===== src/rtl/video_timing_out.sv =====
// VGA timing generator and output stage: pixel coordinates for the shader,
// sync/blank delayed by the shader latency, then registered onto the pins.
module video_timing_out #(
    parameter int H_ACTIVE = 640,
    parameter int H_FP     = 16,
    parameter int H_SYNC   = 96,
    parameter int H_BP     = 48,
    parameter int V_ACTIVE = 480,
    parameter int V_FP     = 10,
    parameter int V_SYNC   = 2,
    parameter int V_BP     = 33,
    parameter bit HS_POL   = 1'b0,
    parameter bit VS_POL   = 1'b0,
    parameter int PIPE     = 0,
    parameter int COORD_W  = 10,
    parameter int COLOR_W  = 4
) (
    input  logic               clk_pix,
    input  logic               rst_pix,
    input  logic               en,
    output logic [COORD_W-1:0] x,
    output logic [COORD_W-1:0] y,
    output logic               line_start,
    output logic               frame_start,
    input  logic [COLOR_W-1:0] r_in,
    input  logic [COLOR_W-1:0] g_in,
    input  logic [COLOR_W-1:0] b_in,
    output logic [COLOR_W-1:0] vga_r,
    output logic [COLOR_W-1:0] vga_g,
    output logic [COLOR_W-1:0] vga_b,
    output logic               vga_hsync,
    output logic               vga_vsync
);

    localparam int H_TOTAL = H_ACTIVE + H_FP + H_SYNC + H_BP;
    localparam int V_TOTAL = V_ACTIVE + V_FP + V_SYNC + V_BP;

    localparam logic [COORD_W-1:0] H_LAST   = COORD_W'(H_TOTAL - 1);
    localparam logic [COORD_W-1:0] V_LAST   = COORD_W'(V_TOTAL - 1);
    localparam logic [COORD_W-1:0] H_ACT    = COORD_W'(H_ACTIVE);
    localparam logic [COORD_W-1:0] V_ACT    = COORD_W'(V_ACTIVE);
    localparam logic [COORD_W-1:0] HS_START = COORD_W'(H_ACTIVE + H_FP);
    localparam logic [COORD_W-1:0] HS_END   = COORD_W'(H_ACTIVE + H_FP + H_SYNC);
    localparam logic [COORD_W-1:0] VS_START = COORD_W'(V_ACTIVE + V_FP);
    localparam logic [COORD_W-1:0] VS_END   = COORD_W'(V_ACTIVE + V_FP + V_SYNC);
    localparam logic [COORD_W-1:0] C_ONE    = COORD_W'(1);

    logic [COORD_W-1:0] r_x;
    logic [COORD_W-1:0] r_y;
    logic               w_active;
    logic               w_hs;
    logic               w_vs;
    logic [2:0]         w_raw;
    logic [2:0]         w_dly;

    logic [COLOR_W-1:0] r_vga_r;
    logic [COLOR_W-1:0] r_vga_g;
    logic [COLOR_W-1:0] r_vga_b;
    logic               r_vga_hsync;
    logic               r_vga_vsync;

    // Both wraps resolve on the same edge, so (0, V_TOTAL) is never visible.
    always_ff @(posedge clk_pix or posedge rst_pix) begin
        if (rst_pix) begin
            r_x <= '0;
            r_y <= '0;
        end else if (en) begin
            if (r_x == H_LAST) begin
                r_x <= '0;
                r_y <= (r_y == V_LAST) ? '0 : r_y + C_ONE;
            end else begin
                r_x <= r_x + C_ONE;
            end
        end
    end

    assign w_active = (r_x < H_ACT) && (r_y < V_ACT);
    assign w_hs     = (r_x >= HS_START) && (r_x < HS_END);
    assign w_vs     = (r_y >= VS_START) && (r_y < VS_END);
    assign w_raw    = {w_active, w_hs, w_vs};

    // Delay stages hold raw (polarity-free) flags; reset means blank, no sync.
    generate
        if (PIPE == 0) begin : g_no_dly
            assign w_dly = w_raw;
        end else begin : g_dly
            logic [2:0] r_sr [PIPE];

            always_ff @(posedge clk_pix or posedge rst_pix) begin
                if (rst_pix) begin
                    for (int i = 0; i < PIPE; i++) begin
                        r_sr[i] <= 3'b000;
                    end
                end else if (en) begin
                    r_sr[0] <= w_raw;
                    for (int i = 1; i < PIPE; i++) begin
                        r_sr[i] <= r_sr[i-1];
                    end
                end
            end

            assign w_dly = r_sr[PIPE-1];
        end
    endgenerate

    always_ff @(posedge clk_pix or posedge rst_pix) begin
        if (rst_pix) begin
            r_vga_r     <= '0;
            r_vga_g     <= '0;
            r_vga_b     <= '0;
            r_vga_hsync <= ~HS_POL;
            r_vga_vsync <= ~VS_POL;
        end else if (en) begin
            r_vga_r     <= w_dly[2] ? r_in : '0;
            r_vga_g     <= w_dly[2] ? g_in : '0;
            r_vga_b     <= w_dly[2] ? b_in : '0;
            r_vga_hsync <= w_dly[1] ? HS_POL : ~HS_POL;
            r_vga_vsync <= w_dly[0] ? VS_POL : ~VS_POL;
        end
    end

    assign x           = r_x;
    assign y           = r_y;
    assign line_start  = (r_x == '0);
    assign frame_start = (r_x == '0) && (r_y == '0);
    assign vga_r       = r_vga_r;
    assign vga_g       = r_vga_g;
    assign vga_b       = r_vga_b;
    assign vga_hsync   = r_vga_hsync;
    assign vga_vsync   = r_vga_vsync;

endmodule


===== config.mk =====
export PLATFORM = sky130hd
export DESIGN_NAME = video_timing_out
export DESIGN_NICKNAME = d
export VERILOG_FILES = /design/src/rtl/video_timing_out.sv
export SDC_FILE = /design/constraint.sdc
export NUM_CORES = 1
export LEC_CHECK = 0
export ABC_AREA = 0
export BUFFER_PORTS_ARGS = -buffer_cell sky130_fd_sc_hd__buf_2
export CAP_MARGIN = 5
export CORE_ASPECT_RATIO = 1.75
export CORE_MARGIN = 5
export CORE_UTILIZATION = 35
export CTS_CLUSTER_SIZE = 30
export DETAILED_ROUTE_END_ITERATION = 7
export PLACE_DENSITY = 0.67
export SLEW_MARGIN = 20
export SYNTH_ARGS = -nofsm -noshare
export SYNTH_HDL_FRONTEND = slang
export SYNTH_SLANG_ARGS = --single-unit

===== constraint.sdc =====
create_clock -name clk_pix -period 2.12 [get_ports clk_pix]
set_input_delay 0.106 -clock clk_pix [delete_from_list [all_inputs] [get_ports clk_pix]]
set_output_delay 0.106 -clock clk_pix [all_outputs]
set_load 0.01 [all_outputs]

==> results.md, run 1 <==
* Max frequency at 518 MHz
* CP max stage delay at 480 ps
* Routability cong. at 0.826
* Adder-cell share of the synthesized area at 2.90%
* Clock buffer depth at 2
* Post-CTS setup buffer count at 0
* Row cnt at 33
* Worst-Skew Late Latency at 280 ps
* Die X at 63.1 um
* Area Overhead vs Synth at 23.6%
* Main combinational cell family by area after synthesis: simple AND/OR/NAND/NOR gates
* Grt ovf at 0
* Post-synthesis xor/xnor area fraction at 2.54%
* Register bit count reported by yosys at 34
* Full die area at 6490 um^2
* Total Routing Usage GR at 13.6%
* Wirelength per Cell at 14.4 um
* Worst-path clk slew at 70 ps
* # setup viols final at 0
* Total number of vias at 1476
* Worst Path Buf+Inv at 2
* Combinational power share at 14.4%
* CTS tree: done
* Number of flops mapped to enable cells by yosys at 0
* Yosys top cell by area: dfrtp_1
* Ant diodes at 0
* Initial core utilization at 36.4%
* RSZ-0062 raised after global routing: false
* Max-Cap Viols at 0
* Mux contribution to synthesized area at 1.45%
* Sequential fraction of the synthesis area at 49.4%
* Layout cells sized above 1 at 30.3%
* Initial drt markers at 31
* Top post-synthesis cells by count: dfrtp_1 (32), inv_1 (24), o21ai_0 (21)
* CP Class: flip-flop to output pin
* WHS at 26.9 ps
* P_sw at 432 uW
* Period utilization at 91.0%
* Largest net degree at the start of global routing at 35
* Synth area leaders: dfrtp_1 (46%), o21ai_0 (6.1%), inv_1 (5.2%)
* Clock share of power at 32.8%
* Num CTS Buffers at 5
* Vias in the first global route at 1521
* Pins Over Slew Limit at 0
* Ys async rst share at 100%
* Crit-path cells: inv_1, ha_1, or4b_4, nor2_1, and3_1, buf_2
* Antenna violations before repair at 0
* Net Sw Frac at 29.0%
* Remaining routing DRC violations at 0
* Crit-path max FO at 5
* Hold Vio Cnt, Final at 0
* Sequential power share at 52.8%
* VDD IR max at 456 uV
* Root buffer cell: clkbuf_8
* Post-Syn Area at 1730 um^2
* Cell with the most instances after synthesis: dfrtp_1
* Leakage power at 1.04 nW
* Main synth FF type: dfrtp_1
* DP HPWL at 3.04 mm
* # clock sinks at 34
* # nets final at 252
* TNS Setup at 0 ps
* Syn Nets at 198
* Final Core Density at 45.0%
* First-pass GRT wire length at 7.02 mm
* Post-layout min period at 1930 ps
* Cell family with most CP delay: simple AND/OR/NAND/NOR gates
* Setup Skew at 8.88 ps
* Internal power at 1.06 mW
* # IOs at 51
* Status: complete, no violations
* PnR worst setup slack at 190 ps
* Yosys warning count at 0
* Htree depth at 2
* Worst slew margin at 71.0%
* Critical path's slowest cell: or4b_4
* Syn_area_per_cell at 9.65 um^2
* DR vias/cell at 5.16
* Die H at 103 um
* Worst hold path type: input port to flip-flop
* Pre-CTS setup slack at 340 ps
* Routed WL at 4.11 mm
* Core ar. at 4750 um^2
* Post-synthesis cell count at 179
* Fraction of the mapped netlist area in compound gates at 13.6%
* DRT Pass-1 Iters at 6
* Simple-gate share of the synthesized area at 23.2%
* Element type at the critical path start: flip-flop
* WP data arrival at 1820 ps
* PD cells at 699 nW/um^2
* Post-DRT Antenna Nets at 0
* R2r setup slk at 330 ps
* Synth unique cells at 42
* Critical Path RT at 2010 ps
* Worst-margin pin slew at 435 ps
* Area share of the largest cell type after synthesis at 46.4%
* Setup crit end kind: output pin
* IO Port Bufs at 50
-- worst reg2reg max path, cell delays in order, from the launching register on --
cell      delay (ps)
dfrtp_1          420
inv_1             90
ha_1             140
or4b_4           480
nor3_4           240
nand2b_4         210
o22ai_1           90
-- per-layer routing --
metal  share of wire [%]  global-route usage (%)  vias up
met4                 2.1                    7.52        0
li1                    -                       -      727
met5                   0                       0        -
met2                  51                    23.0       46
met1                  42                    15.5      697
met3                 5.1                    3.49        6
-- area by class of cell --
class                           instances  area [um^2]
Multi-Input combinational cell        115          759
Clock buffer                            7         86.3
Inverter                               24         90.1
Fill cell                             472         2610
Clock inverter                          1         5.00
Timing Repair Buffer                   53          275
Sequential cell                        34          853
Tap cell                               52         65.1
-- state kept, by name, summed over array words and instances, names as in the netlist --
signal / flops
x: 10
vga_g: 4
vga_b: 4
vga_hsync: 1
y: 10
vga_r: 4
vga_vsync: 1
-- logic make-up after synthesis --
family	Yosys count
fa+ha+maj	4
buf+inv	30
flops	34
xor+xnor	5
simple gates	66
mux	2
compound gates	38
-- repair_timing --
item | CTS | global route
hold endpoints to repair | 32 | 0
hold buffers | 1 | 0
setup endpoints to repair | 0 | 1
resized for setup | 0 | 1
-- power by group through the flow --
stage / combinational [mW] / clock, mW / sequential, mW
after floorplan: 0.126 / 0 / 0.792
after global placement: 0.216 / 0 / 0.796
after detailed placement: 0.218 / 0 / 0.799
after CTS: 0.221 / 0.507 / 0.786
after global routing: 0.243 / 0.536 / 0.798
final: 0.215 / 0.490 / 0.789
-- per-stage QoR --
| stage | area, um^2 | power [mW] | cells |
|---|---|---|---|
| 2_1_floorplan | 1730 | 0.918 | 179 |
| 3_3_place_gp | 2030 | 1.01 | 277 |
| 3_5_place_dp | 2030 | 1.02 | 277 |
| 4_1_cts | 2130 | 1.51 | 286 |
| 5_1_grt | 2130 | 1.58 | 286 |
| 6_report | 2130 | 1.49 | 286 |
-- final timing paths --
kind / to / depth (start not counted) / start
max: frame_start / 6 / y[1]
min: vga_g[0] / 3 / g_in[0]
max reg2reg: y[1] / 6 / y[1]
min reg2reg: vga_vsync / 2 / vga_vsync
max in group asynchronous: vga_vsync / 4 / rst_pix
min in group asynchronous: y[6] / 4 / rst_pix
-- placed cells by master, fill, tap and decap left out, types with 3 or more instances in the layout --
| cell | synthesis | routed |
|---|---|---|
| nor3_1 | 5 | 4 |
| a21o_1 | 3 | 3 |
| o22ai_1 | 3 | 3 |
| nand2_1 | 19 | 19 |
| nor2_1 | 6 | 6 |
| buf_2 | 1 | 50 |
| dfrtp_1 | 32 | 32 |
| clkbuf_8 | 0 | 6 |
| nand4_1 | 4 | 4 |
| xnor2_1 | 5 | 5 |
| and3_1 | 6 | 6 |
| inv_1 | 24 | 24 |
| o31ai_1 | 4 | 4 |
| o21ai_0 | 21 | 21 |
| nand3_1 | 8 | 8 |
| ha_1 | 4 | 4 |
(Power assumes the default switching activity.)
==> inputs of run 2 (changes only) <==
CELL_PAD_IN_SITES_DETAIL_PLACEMENT = 0   (was unset)
CELL_PAD_IN_SITES_GLOBAL_PLACEMENT = 1   (was unset)
MAX_ROUTING_LAYER = met4   (was unset)
PLACE_DENSITY = 0.82   (was 0.67)
==> run 2 against run 1 <==
Net effect:
- critical path depth unchanged
- via count increased by 1.2%
- non-clock buffer count unchanged
- utilization rose by 0.37 points
- sequential share of layout area fell by 0.33 points
- sequential power is essentially flat
- hold slack got worse by 9.8 ps
- setup slack gained 11 ps
- clock power up 23%
- critical path type unchanged
- highest routed layer unchanged
==> results.md, run 2 (synthesis results as in run 1) <==
* Worst slew margin at 70.6% (-0.36 points)
* Routability cong. at 0.794 (-3.8%)
* Final Instance Area at 2150 um^2 (+0.82%)
* Antenna violations before repair at 0 (unchanged)
* Grt ovf at 0 (unchanged)
* IO Port Bufs at 50 (unchanged)
* Cells on worst reg2reg path at 6 (unchanged)
* Period utilization at 90.5% (-0.52 points)
* Commonest non-fill, non-tap cell in the layout: buf_2
* Max frequency at 521 MHz (+0.57%)
* DR vias/cell at 5.22 (+1.2%)
* Crit-path max FO at 6 (+1)
* Critical hold path startpoint: r_in[3]
* DRT met1 WL at 1.63 mm (-5.4%)
* Initial drt markers at 44 (+42%)
* Layout cells sized above 1 at 30.3% (unchanged)
* Ant diodes at 0 (unchanged)
* Most frequent cells in the layout: buf_2 (50), dfrtp_1 (32), inv_1 (24)
* TNS Setup at 0 ps (unchanged)
* Die X at 63.1 um (unchanged)
* DP HPWL at 3.10 mm (+2.0%)
* # IOs at 51 (unchanged)
* PD cells at 745 nW/um^2 (+6.5%)
* Remaining routing DRC violations at 0 (unchanged)
* # nets final at 252 (unchanged)
* Area Overhead vs Synth at 24.6%
* Post-layout min period at 1920 ps (-11.0 ps)
* Area after DPL at 2030 um^2 (unchanged)
* Area of the multi-input gates at 754 um^2 (-0.66%)
* Die H at 103 um (unchanged)
* Max Used Layer: met4
* CTS tree: done
* Setup crit end kind: output pin
* PnR worst setup slack at 201 ps (+11.0 ps)
* R2r setup slk at 310 ps (-20 ps)
* CP Class: flip-flop to output pin
* Full die area at 6490 um^2 (unchanged)
* Initial core utilization at 36.4% (unchanged)
* Wirelength per Cell at 14.5 um (+0.71%)
* RSZ-0062 raised after global routing: false
* # setup viols final at 0 (unchanged)
* DRT Pass-1 Iters at 4 (-2)
* VDD IR max at 364 uV (-20%)
* Pins Over Slew Limit at 0 (unchanged)
* Met3 WL at 205 um (-2.4%)
* Status: complete, no violations
* Root buffer cell: clkbuf_8
* Worst r2r src: y[0]
* Element type at the critical path start: flip-flop
* Setup Skew at 7.53 ps (-1.35 ps)
* Num CTS Buffers at 5 (unchanged)
* Critical Path RT at 2010 ps (about the same)
* Vias in the first global route at 1507 (-0.92%)
* Max-Cap Viols at 0 (unchanged)
* Hold Vio Cnt, Final at 0 (unchanged)
* Routed WL at 4.13 mm (+0.71%)
* Pre-CTS setup slack at 300 ps (-40.2 ps)
* Worst-Skew Late Latency at 290 ps (about the same)
* Footprint of the flip-flops and latches at 853 um^2 (unchanged)
* Leakage power at 1.04 nW (+0.20%)
* Met2 wire length at 2.23 mm (+6.8%)
* Total Routing Usage GR at 14.0% (+0.44 points)
* R2R Path End: y[8]
* Worst-margin pin slew at 440 ps (+5.44 ps)
* WP data arrival at 1810 ps (about the same)
* Largest net degree at the start of global routing at 35 (unchanged)
* Row cnt at 33 (unchanged)
* Worst Hold End: vga_r[3]
* Htree depth at 2 (unchanged)
* Post-DRT Antenna Nets at 0 (unchanged)
* # clock sinks at 34 (unchanged)
* First-pass GRT wire length at 7.04 mm (+0.28%)
* Worst hold path depth at 3 (unchanged)
* Total number of vias at 1494 (+1.2%)
* Core ar. at 4750 um^2 (unchanged)
* CP Launch Point: y[0]
* Fillers at 496 (+5.1%)
* Clock buffer depth at 2 (unchanged)
* Worst-path clk slew at 80 ps (about the same)
* Worst hold path type: input port to flip-flop
-- run 2: cell type report --
class                      count  share of cell area (%)
clock inverter                 3                    2.09
clock buffer                   5                    3.20
sequential                    34                    39.7
inverter                      24                    4.19
tap                           52                    3.02
multi-input combinational    115                    35.1
timing repair buffer          53                    12.8
-- run 2: routing by layer --
| metal | global-route usage (%) | vias up |
|---|---|---|
| met5 | - | - |
| met4 | 5.39 | 0 |
| met3 | 3.27 | 6 |
| met1 | 14.5 | 729 |
| met2 | 25.5 | 33 |
| li1 | - | 726 |
-- run 2: worst max-delay path: stages (launching register included) --
cell and delay (ps):
dfrtp_1 430, inv_1 80, ha_1 140, or4b_4 480, nor2_1 120, and3_1 150
buf_2 120
-- run 2: stage by stage --
stage          util, %  power, mW  hold WS (ps)  std cells
2_1_floorplan        -      0.918           223        179
3_3_place_gp      42.7       1.01           224        277
3_5_place_dp      42.7       1.02           231        277
4_1_cts           45.3       1.63          12.9        286
5_1_grt           45.3       1.69          20.8        286
6_report          45.3       1.60          17.1        286
-- run 2: where the power goes --
group	internal (mW)	switching (mW)
clock	0.350	0.252
combinational	0.102	0.111
sequential	0.696	0.0928
total	1.15	0.456
-- run 2: worst max path at each step --
stage	to	slack [ps]	cells past startpoint
floorplan	y[8]	390	6
global placement	y[3]	370	6
detailed placement	y[8]	300	6
CTS	frame_start	170	6
global route	frame_start	40	7
finish	frame_start	200	6
-- run 2: what timing repair did --
action,4_1_cts,5_1_grt
hold buffers,1,0
gates resized for setup,0,0
setup buffers,0,0
endpoints found under the hold margin,32,0
==> inputs of run 3 (changes only) <==
PLACE_DENSITY = 0.78   (was 0.82)
==> run 3 against run 2 <==
Net effect:
- setup slack better by 45 ps
- global-route usage about the same
- non-clock buffer count unchanged
- first-iteration DRC count down 50%
- sequential power about the same
- sequential cell count unchanged
- sequential share of layout area up 0.33 points
- largest cell class unchanged
- largest power group unchanged
- highest routed layer unchanged
==> results.md, run 3 (synthesis results as in run 1) <==
* Status: complete, no violations
* DP HPWL at 2.98 mm (-3.8%)
* Layout cells sized above 1 at 30.3% (unchanged)
* WP data arrival at 1770 ps (-40 ps)
* # clock sinks at 34 (unchanged)
* Most frequent cells in the layout: buf_2 (50), dfrtp_1 (32), inv_1 (24)
* Worst slew margin at 69.3% (-1.4 points)
* Overall Power at 1.50 mW (-6.4%)
* Critical Path RT at 2010 ps (about the same)
* Row cnt at 33 (unchanged)
* Area Overhead vs Synth at 23.6%
* VDD IR max at 501 uV (+38%)
* Crit-path max FO at 6 (unchanged)
* WHS at 21.0 ps (+3.96 ps)
* Clock buffer depth at 2 (unchanged)
* R2r setup slk at 270 ps (-40 ps)
* RSZ-0062 raised after global routing: false
* CP max stage delay at 480 ps (about the same)
* Leakage power at 1.04 nW (-0.20%)
* Grt ovf at 0 (unchanged)
* # setup viols final at 0 (unchanged)
* Htree depth at 2 (unchanged)
* Max-Cap Viols at 0 (unchanged)
* Worst-margin pin slew at 461 ps (+20.8 ps)
* DRT Pass-1 Iters at 4 (unchanged)
* Footprint of the flip-flops and latches at 853 um^2 (unchanged)
* Initial core utilization at 36.4% (unchanged)
* First-pass GRT wire length at 7.01 mm (-0.48%)
* Max frequency at 534 MHz (+2.4%)
* Largest net degree at the start of global routing at 35 (unchanged)
* TNS Setup at 0 ps (unchanged)
* Antenna violations before repair at 0 (unchanged)
* Setup Skew at 3.98 ps (-3.54 ps)
* Total number of vias at 1487 (-0.47%)
* Period utilization at 88.4% (-2.1 points)
* Crit-path cells: inv_1, ha_1, or4b_4, nor2_1, and3_1, buf_2
* Die X at 63.1 um (unchanged)
* Fillers at 497 (+0.20%)
* Post-DRT Antenna Nets at 0 (unchanged)
* Initial drt markers at 22 (-50%)
* # nets final at 252 (unchanged)
* Num CTS Buffers at 5 (unchanged)
* DR vias/cell at 5.20 (-0.47%)
* Hold Vio Cnt, Final at 0 (unchanged)
* Worst hold path type: input port to flip-flop
* Wirelength per Cell at 14.7 um (+1.5%)
* Area of the multi-input gates at 759 um^2 (+0.66%)
* Routability cong. at 0.844 (+6.3%)
* IO Port Bufs at 50 (unchanged)
* Ant diodes at 0 (unchanged)
* CTS tree: done
* Full die area at 6490 um^2 (unchanged)
* Die H at 103 um (unchanged)
* Post-layout min period at 1870 ps (-44.7 ps)
* Placed insts at 277 (unchanged)
* Vias in the first global route at 1487 (-1.3%)
* PD cells at 703 nW/um^2 (-5.7%)
* Routed WL at 4.19 mm (+1.5%)
* Root buffer cell: clkbuf_8
* Critical path's slowest cell: or4b_4
* Final Non-Filler Cells at 286 (unchanged)
* Core ar. at 4750 um^2 (unchanged)
* Setup crit end kind: output pin
* Worst-path clk slew at 70 ps (about the same)
* Commonest non-fill, non-tap cell in the layout: buf_2
* Total Routing Usage GR at 14.1% (+0.030 points)
* Pins Over Slew Limit at 0 (unchanged)
* CP Class: flip-flop to output pin
* Remaining routing DRC violations at 0 (unchanged)
* Element type at the critical path start: flip-flop
* Worst-Skew Late Latency at 280 ps (about the same)
* # IOs at 51 (unchanged)
-- run 3: per-stage QoR --
stage	utilization (%)	setup WS (ps)	instance area, um^2
CTS	44.8	141	2130
detailed placement	42.7	289	2030
global placement	42.7	337	2030
floorplan	-	388	1730
finish	45.0	246	2130
global route	45.0	63.1	2130
-- run 3: per-layer routing --
| layer | share of wire [%] | routed length, um | up-vias | global-route usage (%) |
|---|---|---|---|---|
| met2 | 52 | 2180 | 42 | 24.0 |
| met5 | 0 | 0 | - | - |
| met3 | 4.6 | 194 | 6 | 2.94 |
| met4 | 1.8 | 74 | 0 | 5.88 |
| met1 | 42 | 1750 | 707 | 15.9 |
| li1 | - | - | 732 | - |
-- run 3: cell type report --
class	count	area share, %
sequential	34	40.0
multi-input combinational	115	35.6
clock buffer	7	4.04
inverter	24	4.22
timing repair buffer	53	12.9
clock inverter	1	0.234
tap	52	3.05
-- run 3: power breakdown --
part	leakage (nW)	total (mW)	switching, mW	internal, mW
registers	0.437	0.787	0.0907	0.697
logic	0.553	0.215	0.112	0.103
clock network	0.0482	0.498	0.236	0.262
total	1.04	1.50	0.439	1.06
-- run 3: worst max-delay path: cells and delay by family, from the launching register on --
family,cells,cell delay (ps)
buffers and inverters,2,200
flip-flops,1,430
adder cells (fa/ha/maj),1,120
AND/OR/NAND/NOR,3,740
-- run 3: repair_timing --
action,in CTS,in global routing
buffers inserted,0,0
gates resized for setup,0,1
hold endpoints to repair,32,0
hold buffers,1,0
endpoints found under the setup margin,0,1
-- run 3: final timing paths --
| kind | start | endpoint | depth (start not counted) |
|---|---|---|---|
| setup reg to reg | x[1] | y[8] | 5 |
| hold / removal | b_in[1] | vga_b[1] | 3 |
| setup / recovery | y[0] | frame_start | 6 |
| min in group asynchronous | rst_pix | vga_g[1] | 4 |
| hold reg to reg | vga_vsync | vga_vsync | 2 |
| max in group asynchronous | rst_pix | vga_hsync | 4 |
